**src/rtl/wb_serial_master.sv**
```systemverilog
// wb_serial_master
// Wishbone classic-cycle master that takes commands from a UART byte stream and
// returns the response as bytes, so a host can read and write the SoC address space.
//   Command : 0x01 (write) or 0x02 (read), then 4 address bytes MSB first.
//             A write is followed by 4 data bytes, MSB first.
//   Response: 0x06 after a write, 4 data bytes MSB first after a read,
//             or 0x15 on bus error or bus timeout.
// Ports
//   clk, reset          rising-edge clock, synchronous active-high reset
//   rx_data, rx_avail   received byte and its one-cycle strobe
//   tx_data, tx_wr      byte to send and its one-cycle strobe
//   tx_busy             transmitter busy
//   wb_*                Wishbone master port, single classic cycles only
//   busy                high whenever the FSM is not idle
// Parameters
//   wb_timeout          stb cycles allowed before the bus cycle is aborted (>= 2)
//   rx_timeout          idle cycles allowed between bytes of one command (>= 2)
module wb_serial_master #(
    parameter int unsigned wb_timeout = 1024,
    parameter int unsigned rx_timeout = 500000
) (
    input  logic        clk,
    input  logic        reset,
    input  logic [7:0]  rx_data,
    input  logic        rx_avail,
    output logic [7:0]  tx_data,
    output logic        tx_wr,
    input  logic        tx_busy,
    output logic [31:0] wb_adr_o,
    output logic [31:0] wb_dat_o,
    input  logic [31:0] wb_dat_i,
    output logic [3:0]  wb_sel_o,
    output logic        wb_we_o,
    output logic        wb_cyc_o,
    output logic        wb_stb_o,
    input  logic        wb_ack_i,
    input  logic        wb_err_i,
    output logic        busy
);

    localparam int unsigned WB_W = $clog2(wb_timeout);
    localparam int unsigned RX_W = $clog2(rx_timeout);
    localparam logic [WB_W-1:0] WB_LAST = WB_W'(wb_timeout - 1);
    localparam logic [RX_W-1:0] RX_LAST = RX_W'(rx_timeout - 1);

    localparam logic [7:0] CMD_WR = 8'h01;
    localparam logic [7:0] CMD_RD = 8'h02;
    localparam logic [7:0] RSP_OK = 8'h06;
    localparam logic [7:0] RSP_NG = 8'h15;

    typedef enum logic [2:0] {IDLE, ADDR, DATA, BUS, RESP} state_t;

    state_t          state, state_next;
    logic [1:0]      cnt;
    logic [31:0]     adr, dat;
    logic            we, err;
    logic            cyc;
    logic [RX_W-1:0] rx_cnt;
    logic [WB_W-1:0] wb_cnt;
    logic            tx_gap;

    logic            cmd_ok, last_byte, rx_expire, wb_term;
    logic [1:0]      resp_last;
    logic            tx_ready, tx_done;

    assign cmd_ok    = rx_avail && (rx_data == CMD_WR || rx_data == CMD_RD);
    assign last_byte = rx_avail && (cnt == 2'd3);
    assign rx_expire = !rx_avail && (rx_cnt == RX_LAST);
    // The timeout counter holds k during the (k+1)-th stb cycle, so the last
    // allowed stb cycle is the one where it equals wb_timeout-1.
    assign wb_term   = wb_ack_i || wb_err_i || (wb_cnt == WB_LAST);
    assign resp_last = (we || err) ? 2'd0 : 2'd3;
    // tx_busy is not looked at in the tx_wr cycle nor in the cycle after it,
    // giving the transmitter time to raise busy.
    assign tx_ready  = (state == RESP) && !tx_wr && !tx_gap && !tx_busy;
    assign tx_done   = tx_wr && (cnt == resp_last);

    assign wb_adr_o = adr;
    assign wb_dat_o = dat;
    assign wb_cyc_o = cyc;
    assign wb_stb_o = cyc;
    assign busy     = (state != IDLE);

    always_ff @(posedge clk) begin
        if (reset) state <= IDLE;
        else       state <= state_next;
    end

    always_comb begin
        state_next = state;
        case (state)
            IDLE: if (cmd_ok) state_next = ADDR;
            ADDR: begin
                if (last_byte)      state_next = we ? DATA : BUS;
                else if (rx_expire) state_next = IDLE;
            end
            DATA: begin
                if (last_byte)      state_next = BUS;
                else if (rx_expire) state_next = IDLE;
            end
            BUS:  if (wb_term) state_next = RESP;
            RESP: if (tx_done) state_next = IDLE;
            default: state_next = IDLE;
        endcase
    end

    always_ff @(posedge clk) begin
        if (reset) begin
            cnt      <= '0;
            adr      <= '0;
            dat      <= '0;
            we       <= 1'b0;
            err      <= 1'b0;
            cyc      <= 1'b0;
            wb_we_o  <= 1'b0;
            wb_sel_o <= '0;
            rx_cnt   <= '0;
            wb_cnt   <= '0;
            tx_wr    <= 1'b0;
            tx_data  <= '0;
            tx_gap   <= 1'b0;
        end else begin
            tx_wr  <= 1'b0;
            tx_gap <= tx_wr;
            case (state)
                IDLE: begin
                    cnt    <= '0;
                    rx_cnt <= '0;
                    if (cmd_ok) we <= (rx_data == CMD_WR);
                end
                ADDR, DATA: begin
                    if (rx_avail) begin
                        rx_cnt <= '0;
                        cnt    <= cnt + 2'd1;
                        if (state == ADDR) adr <= {adr[23:0], rx_data};
                        else               dat <= {dat[23:0], rx_data};
                        if (cnt == 2'd3 && (state == DATA || !we)) begin
                            cyc      <= 1'b1;
                            wb_we_o  <= we;
                            wb_sel_o <= 4'hF;
                            wb_cnt   <= '0;
                        end
                    end else if (rx_expire) begin
                        rx_cnt <= '0;
                        cnt    <= '0;
                    end else begin
                        rx_cnt <= rx_cnt + RX_W'(1);
                    end
                end
                BUS: begin
                    if (wb_term) begin
                        cyc      <= 1'b0;
                        wb_we_o  <= 1'b0;
                        wb_sel_o <= '0;
                        // err has priority over ack; a timeout is neither.
                        err      <= wb_err_i || !wb_ack_i;
                        if (wb_ack_i && !wb_err_i && !we) dat <= wb_dat_i;
                    end else begin
                        wb_cnt <= wb_cnt + WB_W'(1);
                    end
                end
                RESP: begin
                    if (tx_ready) begin
                        tx_wr <= 1'b1;
                        if (err)     tx_data <= RSP_NG;
                        else if (we) tx_data <= RSP_OK;
                        else         tx_data <= dat[31:24];
                    end else if (tx_wr) begin
                        dat <= {dat[23:0], 8'h00};
                        cnt <= tx_done ? 2'd0 : cnt + 2'd1;
                    end
                end
                default: cnt <= '0;
            endcase
        end
    end

endmodule
```
**config.mk**
```make
export PLATFORM = sky130hd
export DESIGN_NAME = wb_serial_master
export DESIGN_NICKNAME = d
export VERILOG_FILES = /design/src/rtl/wb_serial_master.sv
export SDC_FILE = /design/constraint.sdc
export NUM_CORES = 1
export LEC_CHECK = 0
export ABC_AREA = 1
export CAP_MARGIN = 40
export CORE_MARGIN = 2
export CORE_UTILIZATION = 55
export CTS_CLUSTER_SIZE = 16
export DETAILED_ROUTE_END_ITERATION = 12
export DONT_BUFFER_PORTS = 1
export HOLD_SLACK_MARGIN = 0.15
export PLACE_DENSITY = 0.66
export SYNTH_ARGS = -nofsm -noshare
export SYNTH_HDL_FRONTEND = slang
export SYNTH_SLANG_ARGS = --single-unit
```
**constraint.sdc**
```tcl
create_clock -name clk -period 3.8 [get_ports clk]
set_input_delay 0.57 -clock clk [delete_from_list [all_inputs] [get_ports clk]]
set_output_delay 0.57 -clock clk [all_outputs]
set_load 0.005 [all_outputs]
```
==> impl_metrics.toml <==
[detailed_routing]
routed_wirelength_um = 11900
wl_per_cell_um = 13.2
routed_via_density = 5.07
drt_pass1_iterations = 5
drtIter0Drc = 217
drc = 0
vias = 4582
ant_nets = 0

[timing]
max_slew.worst_pin.slew_ns = 0.759
fin_crit_sh = 0.680
tns_ns = 0
hold_viol = 0
setup_viol = 0
relSlewSlack = 0.493
fmax_mhz = 387
rsz0062_at_grt = "false"
final.setup.worst_slack_ns = 1.21
slew_violations = 0
skew_ns = 0.0168
period_needed_ns = 2.59

[synth]
avgSynthCellArea_um2 = 6.66
synthArstFlopShare = 0
synth_area_leader_cell = "dfxtp_1"
synth_common_cells = "nand2_1, dfxtp_1, inv_1, nor2_1, o21ai_0"
synthTopCellsByArea = "dfxtp_1, nand2_1, inv_1"
synthCells = 791
yosysMostFrequentCell = "nand2_1"
synth.distinct_cells = 31
yosys_register_bits = 112
ys.flop_type = "dfxtp_1"
synth_enable_flop_cells = 0
seq_area_frac_synth = 0.426
yosysWarnings = 0
syn_area_um2 = 5270
yosysTopAreaCellShare = 0.426
synth.net_count = 840

[clock_network]
postCtsHoldBufs = 0
post_cts_buffers = 0
cts.sinks = 112
ctsResizeCount = 0
clkTransAtPathRegs_ns = 0.10
insertion_delay_ns = 0.39
cts_buffers = 9
cts_max_path_buffers = 2
htreeDepth = 3
cts-root-buf = "clkbuf_8"
cts_tree = "done"

[floorplan]
chipHeight_um = 102
core-area_um2 = 9280
ioPinCount = 127
die_w_um = 102
dieArea_um2 = 10400
row_count = 35
initial_utilization = 0.567

[finish]
fin_nets = 819
num_antenna_cells = 0
multi_input_area_um2 = 2410
nFillCells = 943
seqCellArea_um2 = 2240
fin_util = 0.591
drive_gt1_frac = 0.0503
syn_to_final_growth_pct = 4.13
fin_area_um2 = 5490

[pwr]
finalPower_w = 0.00191
p_leak_nw = 2.25
powerDensity_nw_per_um2 = 349
ir_drop_mv = 0.189

[placed_design]
routabilityCongestion = 0.810
dp_worst_setup_slack_ns = 1.23
hpwl_um = 8480
portBuffers = 0
placed_cell_area_um2 = 5290

[flow_run]
max_cap_viol_count = 0

[global_route]
antenna_found_initial = 0
grt_pass1_wl_um = 19700
grt-ovfl-total = 0
grt_max_degree = 65
grt_pass1_vias = 4214
grt_usage = 0.237

[worst_setup_path]
max_stage_delay_ns = 0.49
critical_path_class = "reg2reg"
crit_chain = "nand3_4, inv_2, buf_4, o21ai_0, o21ai_1, nor2_4, nand3_2, buf_4, nand2_1, nand2_1, nor2_1"
crit_required_ns = 4.08
path_max_fanout = 61
crit_path_top_delay_cell = "dfxtp_1"
end_kind = "register"
critical_path_buf_inv_count = 3
worst_path_dominant_cell_family = "buffers and inverters"
arrival_ns = 2.87
startpoint_type = "register"

[outcome]
status = "finished clean"

[hold_path]
min_path_type = "in2reg"
-- metal layers --
layer	vias up	GRT usage	share of wire	routed length (um)
li1	2438	-	-	-
met2	105	0.384	0.47	5620
met3	13	0.0855	0.079	942
met1	2026	0.295	0.44	5180
met5	-	0	0	0
met4	0	0.0790	0.012	144
-- placed cells by master, fill, tap and decap left out --
cell and instances:
nor3_1 12, nand2_2 3, clkinv_8 2, inv_1 110, and2_1 1, nand2_1 179
xor2_1 8, ha_1 3, a31oi_1 2, inv_6 2, buf_4 4, clkbuf_8 9
o21ai_1 1, dfxtp_1 112, nand3_2 2, clkinv_2 1, inv_2 7, o211ai_1 2
o31ai_1 5, inv_8 1, nor2_1 109, clkinv_1 1, nand3_4 1, nand3_1 32
or2_2 1, o21ai_2 1, o21ai_0 82, xnor2_1 1, nor2_4 1, a21oi_1 63
a21oi_2 2, nor2_2 1, clkinvlp_4 1, nor3b_1 3, nand4_1 10
-- layout make-up --
| class | instances | area share |
|---|---|---|
| repair buffers | 4 | 0.00547 |
| well taps | 129 | 0.0294 |
| clock inverters | 7 | 0.0135 |
| multi-input cells | 525 | 0.440 |
| flip-flops and latches | 112 | 0.409 |
| clock buffers | 9 | 0.0226 |
| inverters | 118 | 0.0807 |
-- metrics by stage --
stage               cells  hold slack (ns)
finish                904            0.248
global route          904            0.222
CTS                   904            0.227
detailed placement    888            0.457
global placement      888            0.454
floorplan             791            0.440
-- sequential cells by signal, indices dropped and copies added (netlist names), 2 cells and up --
signal	flops
wb_adr_o	32
wb_dat_o	32
rx_cnt	19
wb_cnt	10
tx_data	8
state	3
cnt	2
-- power by group --
part	total (W)	internal, W	switching, W
logic	0.0000389	0.0000107	0.0000282
clock network	0.000695	0.000258	0.000437
registers	0.00118	0.00118	0.00000269
-- logic make-up (layout without fill, tap and decap cells) --
family,count (synthesis),in the layout,share of synthesized area
xor+xnor,9,9,0.0150
fa+ha+maj,3,3,0.00713
compound gates,158,158,0.156
flops,112,112,0.426
buf+inv,154,138,0.117
simple gates,355,355,0.280
-- worst reg2reg max path, stage by stage, from the launching register on --
cell and delay [ns]:
dfxtp_1 0.49, nand3_4 0.24, inv_2 0.12, buf_4 0.44
o21ai_0 0.17, o21ai_1 0.17, nor2_4 0.07, nand3_2 0.06
buf_4 0.47, nand2_1 0.12, nand2_1 0.09, nor2_1 0.04
-- final timing paths --
path	start	to	slack (ns)	cells past startpoint
worst max-delay path	state[0]	wb_dat_o[26]	1.21	11
worst min-delay path	reset	wb_we_o	0.25	1
worst max register to register	state[0]	wb_dat_o[26]	1.21	11
worst min register to register	wb_adr_o[25]	wb_adr_o[25]	0.47	2
(Power assumes the default switching activity.)
